===== src/rtl/stg_mem_lsu_pkg.sv =====
// stg_mem_lsu_pkg: shared widths, opcode map, LSU state encoding and opcode class helpers.
package stg_mem_lsu_pkg;
   localparam int HBIT_ADDR   = 47;
   localparam int HBIT_DATA   = 23;
   localparam int HBIT_OPC    = 7;
   localparam int HBIT_TGT_GP = 3;
   localparam logic [HBIT_OPC:0] OPC_NOP    = 8'h00;
   localparam logic [HBIT_OPC:0] OPC_LUIUI  = 8'h01;
   localparam logic [HBIT_OPC:0] OPC_LDCSO  = 8'h10;
   localparam logic [HBIT_OPC:0] OPC_LDUI   = 8'h11;
   localparam logic [HBIT_OPC:0] OPC_LDSI   = 8'h12;
   localparam logic [HBIT_OPC:0] OPC_STCSO  = 8'h18;
   localparam logic [HBIT_OPC:0] OPC_STUI   = 8'h19;
   localparam logic [HBIT_OPC:0] OPC_STSI   = 8'h1A;
   localparam logic [HBIT_OPC:0] OPC_CLDCSO = 8'h20;
   localparam logic [HBIT_OPC:0] OPC_CSTCSO = 8'h21;
   typedef enum logic [1:0] {S_IDLE = 2'd0, S_WAIT = 2'd1, S_HOLD = 2'd2} lsu_state_t;
   // Check-only CLD*/CST* never touch the bus, so they belong to neither class.
   function automatic logic is_load(input logic [HBIT_OPC:0] opc);
      return opc inside {OPC_LDCSO, OPC_LDUI, OPC_LDSI};
   endfunction
   function automatic logic is_store(input logic [HBIT_OPC:0] opc);
      return opc inside {OPC_STCSO, OPC_STUI, OPC_STSI};
   endfunction
endpackage


===== src/rtl/stg_mem_lsu_timeout_ctr.sv =====
// lsu_timeout_ctr: counts enabled cycles since clear; hit marks the TIMEOUT-th enabled cycle.
module lsu_timeout_ctr #(
   parameter int TIMEOUT = 255
) (
   input  logic iw_clk,
   input  logic iw_rst,
   input  logic iw_clr,
   input  logic iw_en,
   output logic ow_hit
);
   logic [15:0] r_cnt;
   always_ff @(posedge iw_clk) begin
      if (iw_rst || iw_clr) r_cnt <= '0;
      else if (iw_en) r_cnt <= r_cnt + 16'd1;
   end
   assign ow_hit = iw_en && (r_cnt == 16'(TIMEOUT - 1));
endmodule


===== src/rtl/stg_mem_lsu.sv =====
// stg_mem_lsu: memory stage issuing loads/stores over a req/ack bus, with timeout fault and WB skid.
module stg_mem_lsu
   import stg_mem_lsu_pkg::*;
#(
   parameter int ADDR_W  = 48,
   parameter int DATA_W  = 24,
   parameter int TIMEOUT = 255
) (
   input  logic                  iw_clk,
   input  logic                  iw_rst,
   input  logic [ADDR_W-1:0]     iw_pc,
   input  logic [HBIT_OPC:0]     iw_opc,
   input  logic [ADDR_W-1:0]     iw_addr,
   input  logic [DATA_W-1:0]     iw_result,
   input  logic [HBIT_TGT_GP:0]  iw_tgt_gp,
   input  logic                  iw_tgt_gp_we,
   input  logic                  iw_flush,
   input  logic                  iw_stall,
   output logic                  ow_stall,
   output logic [ADDR_W-1:0]     ow_pc,
   output logic [HBIT_OPC:0]     ow_opc,
   output logic [HBIT_TGT_GP:0]  ow_tgt_gp,
   output logic                  ow_tgt_gp_we,
   output logic [DATA_W-1:0]     ow_result,
   output logic                  ow_mem_req,
   output logic                  ow_mem_we,
   output logic [ADDR_W-1:0]     ow_mem_addr,
   output logic [DATA_W-1:0]     ow_mem_wdata,
   input  logic                  iw_mem_ack,
   input  logic [DATA_W-1:0]     iw_mem_rdata,
   output logic                  ow_fault,
   output logic [ADDR_W-1:0]     ow_fault_pc
);
   lsu_state_t          r_state;
   logic [ADDR_W-1:0]   r_pc, r_addr, r_fault_pc;
   logic [HBIT_OPC:0]   r_opc;
   logic [HBIT_TGT_GP:0] r_tgt;
   logic [DATA_W-1:0]   r_result, r_wdata, r_skid;
   logic                r_we, r_lat_we, r_req, r_mem_we, r_fault;
   logic                w_mem, w_hit;
   assign w_mem = is_load(iw_opc) || is_store(iw_opc);
   lsu_timeout_ctr #(.TIMEOUT(TIMEOUT)) u_ctr (
      .iw_clk(iw_clk),
      .iw_rst(iw_rst),
      .iw_clr(r_state != S_WAIT),
      .iw_en (r_state == S_WAIT),
      .ow_hit(w_hit)
   );
   always_ff @(posedge iw_clk) begin
      if (iw_rst) begin
         r_state    <= S_IDLE;
         r_pc       <= '0;
         r_opc      <= '0;
         r_tgt      <= '0;
         r_we       <= 1'b0;
         r_lat_we   <= 1'b0;
         r_result   <= '0;
         r_req      <= 1'b0;
         r_mem_we   <= 1'b0;
         r_addr     <= '0;
         r_wdata    <= '0;
         r_skid     <= '0;
         r_fault    <= 1'b0;
         r_fault_pc <= '0;
      end else begin
         r_fault <= 1'b0;
         case (r_state)
            S_IDLE: if (!iw_stall) begin
               r_pc  <= iw_pc;
               r_tgt <= iw_tgt_gp;
               if (iw_flush) begin
                  r_opc    <= '0;
                  r_we     <= 1'b0;
                  r_result <= '0;
               end else if (w_mem) begin
                  r_opc    <= iw_opc;
                  r_we     <= 1'b0;
                  r_lat_we <= iw_tgt_gp_we;
                  r_req    <= 1'b1;
                  r_mem_we <= is_store(iw_opc);
                  r_addr   <= iw_addr;
                  r_wdata  <= iw_result;
                  r_state  <= S_WAIT;
               end else begin
                  r_opc    <= iw_opc;
                  r_we     <= iw_tgt_gp_we;
                  r_result <= iw_result;
               end
            end
            // Ack is checked before the timeout so a same-cycle ack suppresses the fault.
            S_WAIT: if (iw_mem_ack) begin
               r_req <= 1'b0;
               if (iw_stall) begin
                  r_skid  <= iw_mem_rdata;
                  r_state <= S_HOLD;
               end else begin
                  if (!r_mem_we) r_result <= iw_mem_rdata;
                  r_we    <= !r_mem_we && r_lat_we;
                  r_state <= S_IDLE;
               end
            end else if (w_hit) begin
               r_req      <= 1'b0;
               r_fault    <= 1'b1;
               r_fault_pc <= r_pc;
               r_we       <= 1'b0;
               r_state    <= S_IDLE;
            end
            S_HOLD: if (!iw_stall) begin
               if (!r_mem_we) r_result <= r_skid;
               r_we    <= !r_mem_we && r_lat_we;
               r_state <= S_IDLE;
            end
            default: r_state <= S_IDLE;
         endcase
      end
   end
   assign ow_stall     = r_state != S_IDLE;
   assign ow_pc        = r_pc;
   assign ow_opc       = r_opc;
   assign ow_tgt_gp    = r_tgt;
   assign ow_tgt_gp_we = r_we;
   assign ow_result    = r_result;
   assign ow_mem_req   = r_req;
   assign ow_mem_we    = r_mem_we;
   assign ow_mem_addr  = r_addr;
   assign ow_mem_wdata = r_wdata;
   assign ow_fault     = r_fault;
   assign ow_fault_pc  = r_fault_pc;
endmodule


===== config.mk =====
export PLATFORM = sky130hd
export DESIGN_NAME = stg_mem_lsu
export DESIGN_NICKNAME = d
export VERILOG_FILES = /design/src/rtl/stg_mem_lsu_pkg.sv /design/src/rtl/stg_mem_lsu_timeout_ctr.sv /design/src/rtl/stg_mem_lsu.sv
export SDC_FILE = /design/constraint.sdc
export NUM_CORES = 1
export LEC_CHECK = 0
export CORE_MARGIN = 10
export CORE_UTILIZATION = 40
export DETAILED_ROUTE_END_ITERATION = 6
export MAX_ROUTING_LAYER = met4
export PLACE_DENSITY = 0.74
export SLEW_MARGIN = 20
export SYNTH_ARGS = -nofsm -noshare
export SYNTH_HDL_FRONTEND = slang
export SYNTH_HIERARCHICAL = 1
export SYNTH_SLANG_ARGS = --single-unit

===== constraint.sdc =====
create_clock -name iw_clk -period 2.7 [get_ports iw_clk]
set_input_delay 0.54 -clock iw_clk [delete_from_list [all_inputs] [get_ports iw_clk]]
set_output_delay 0.54 -clock iw_clk [all_outputs]
set_load 0.05 [all_outputs]

==> run summary <==
outcome -> finished, final reports clean
Synth area leader -> dfxtp_1
fin cells -> 1877
flop-to-flop setup slack -> 0.49 ns
WL final -> 35100 um
Final Hold Slack -> 0.370 ns
Crit path depth -> 1
Worst-path clk slew -> 0.06 ns
syn avg cell area -> 8.02 um2
Fmax -> 423 MHz
FF-to-FF path depth -> 10
Inserted Clock Buffers -> 28
Post-Syn Instances -> 1205
DRC Markers -> 0
Reg-to-Reg Start -> r_state[1]$_SDFFE_PP0P_
DRT Pass-1 Iters -> 6
Post-DP Area -> 0.0137 mm2
overall power -> 8.72 mW
via count -> 9569
Layout Skew -> 0.0145 ns
pin count of the biggest net entering global routing -> 131
Worst Setup End Kind -> output port
Critical path origin -> ow_mem_we$_SDFFE_PP0P_
Std-Cell Rows -> 56
ys async rst share -> 0%
PnR worst setup slack -> 0.339 ns
GP Congestion -> 0.846
Congestion Overflow GR -> 0
most frequent cells in the layout -> nand2_1, clkdlybuf4s50_1, dfxtp_1
initial antenna violation count -> 2
GR met3 Demand/Resource -> 5.88%
setup_tns -> 0 ns
Post-Place Setup Slack -> 0.127 ns
Mapped Area -> 0.00967 mm2
Worst Setup Path Type -> reg -> out
Sink Count -> 251
synth unique cells -> 46
most common library cell in the layout ignoring fill and taps -> nand2_1
Worst VDD drop -> 450 uV
Data required, critical path -> 2.16 ns
Die Y -> 175 um
worst path cell trace -> clkdlybuf4s50_1
port bufs -> 370
CORE AREA -> 0.0236 mm2
CTS resizes -> 0
Die ar. -> 0.0308 mm2
Die X-Extent -> 175 um
Max-slew headroom -> 57.9%
grt peak-use layer -> met2
Total Nets Final -> 1703
WP data arrival -> 1.82 ns
worst reg2reg path endpoint -> ow_fault_pc[2]$_SDFFE_PP0P_
Max FO, Critical Path -> 4
average wire per standard cell -> 18.7 um
met2 usage -> 36.7%
DP Cell Count -> 1824
#FFs+latches synth -> 251
met1 Use GR -> 25.3%
Max Root-Sink Buffers -> 3
CTS tree -> done
Post-CTS Setup Inserts -> 0
RSZ-0062 raised after global routing -> no
Worst Path Buf+Inv -> 1
worst min path class -> in -> reg
fin crit share -> 87.5%
IO Count -> 371
Critical path destination -> ow_mem_we
Seq/Total Area, Yosys -> 52.0%
dominant synthesized flop cell -> dfxtp_1
Yosys warning count -> 6
P&R area growth vs syn -> 51.3%
Power Density -> 596 mW/mm2
utilization after layout -> 62.0%
synth top area cells -> dfxtp_1, nand2_1, a21oi_1
Initial DRC Count -> 674
Max Cap Viol -> 0
Slew Viols, Final -> 0
Skew-Pair Late Insertion Delay -> 0.53 ns
layout cells sized above 1 -> 7.13%
final setup fails -> 0
fill count -> 2066
global-route wire length before repair -> 53200 um
startpoint types -> flip-flop
post-synth top area share -> 52.0%
final hold vios -> 0
initial core utilization -> 40.9%
critical-path cell with the highest stage delay -> clkdlybuf4s50_1
kind of cell adding the most delay to the critical path -> buffers and inverters
HPWL reported at the end of detailed placement -> 24800 um
Overall Global Routing Usage -> 21.8%
via/cell ratio -> 5.10
final instance area -> 0.0146 mm2
Leakage -> 4.97 nW
Post-synth EDFFs -> 0
vias in the first global route -> 9319
Post-Syn Nets -> 1373
crit-path max cell delay -> 0.88 ns
Final min period -> 2.36 ns
CTS Hold Buffers Added -> 0
Tightest Pin Transition -> 0.630 ns
H-tree depth -> 1
Final ANT Viol Nets -> 0
CTS root buffer -> clkbuf_16
## per-layer routing
metal | vias up | part of all wire, %
met5 | - | 0
met4 | 0 | 2.5
met3 | 60 | 7.3
met2 | 335 | 49
met1 | 4480 | 41
li1 | 4694 | -
## final cells by class
type,count,area [um2],share of cell area (%)
Sequential cell,251,5020,34.3
Antenna cell,2,5.00,0.0342
Timing Repair Buffer,398,4010,27.4
Clock buffer,42,835,5.70
Tap cell,319,399,2.73
Clock inverter,9,120,0.821
Multi-Input combinational cell,849,4210,28.8
Inverter,7,26.3,0.180
## synthesized netlist by cell type, types with 3 or more instances
| master | number |
|---|---|
| a31oi_1 | 25 |
| a211oi_1 | 6 |
| a211oi_2 | 21 |
| clkbuf_1 | 62 |
| and2_1 | 3 |
| nand2_1 | 411 |
| ha_1 | 6 |
| buf_2 | 23 |
| xor2_1 | 9 |
| nand3b_1 | 8 |
| nand3_1 | 9 |
| and3_1 | 4 |
| a22oi_1 | 24 |
| a21oi_1 | 238 |
| or3_1 | 3 |
| buf_4 | 3 |
| dfxtp_1 | 251 |
| nor2_1 | 40 |
| inv_1 | 7 |
| nand4_1 | 7 |
| o21ai_0 | 7 |
| buf_1 | 6 |
## worst reg2reg max path: stages (launching register included)
cell and delay [ns]:
dfxtp_1 0.35, inv_1 0.09, ha_1 0.23, and4_1 0.24
nand4_1 0.11, nor4_1 0.21, buf_4 0.19, and2_2 0.16
buf_12 0.25, nand2_1 0.16, a21oi_1 0.16
## where the power goes
group | switching (mW) | internal (mW) | total, mW
combinational | 0.560 | 0.415 | 0.975
clock | 1.50 | 2.41 | 3.91
sequential | 0.0518 | 3.78 | 3.83
total | 2.11 | 6.60 | 8.72
## state kept, by name, summed over array words and instances, names as in the netlist, 2 cells and up
register,cells
ow_fault_pc,48
ow_pc,48
u_ctr/r_cnt,16
ow_result,24
ow_tgt_gp,4
ow_mem_addr,48
r_state,2
r_skid,24
ow_opc,8
ow_mem_wdata,24
## worst min-delay path by stage
stage                            from                           to  slack, ns  cells after the start
2_1_floorplan   r_lat_we$_SDFFE_PP0P_        r_lat_we$_SDFFE_PP0P_       0.43                      2
3_3_place_gp   ow_opc[7]$_SDFFE_PP0P_       ow_opc[7]$_SDFFE_PP0P_       0.44                      2
3_5_place_dp   ow_opc[0]$_SDFFE_PP0P_       ow_opc[0]$_SDFFE_PP0P_       0.44                      2
4_1_cts                        iw_rst  ow_mem_addr[1]$_SDFFE_PP0P_       0.35                      2
5_1_grt                        iw_rst  ow_mem_addr[5]$_SDFFE_PP0P_       0.37                      2
6_report                       iw_rst  ow_mem_addr[1]$_SDFFE_PP0P_       0.37                      2
## cells by family (layout without fill, tap and decap cells)
| group | count (synthesis) | after routing | synth area share [%] |
|---|---|---|---|
| adders and majority gates | 6 | 6 | 0.776 |
| AOI/OAI and AO/OA | 331 | 331 | 20.3 |
| and+or+nand+nor | 502 | 502 | 21.2 |
| buffers and inverters | 105 | 456 | 4.88 |
| other | 0 | 2 | 0 |
| xor gates and xnor gates | 10 | 10 | 0.906 |
| DFF | 251 | 251 | 52.0 |
(Power assumes the default switching activity.)
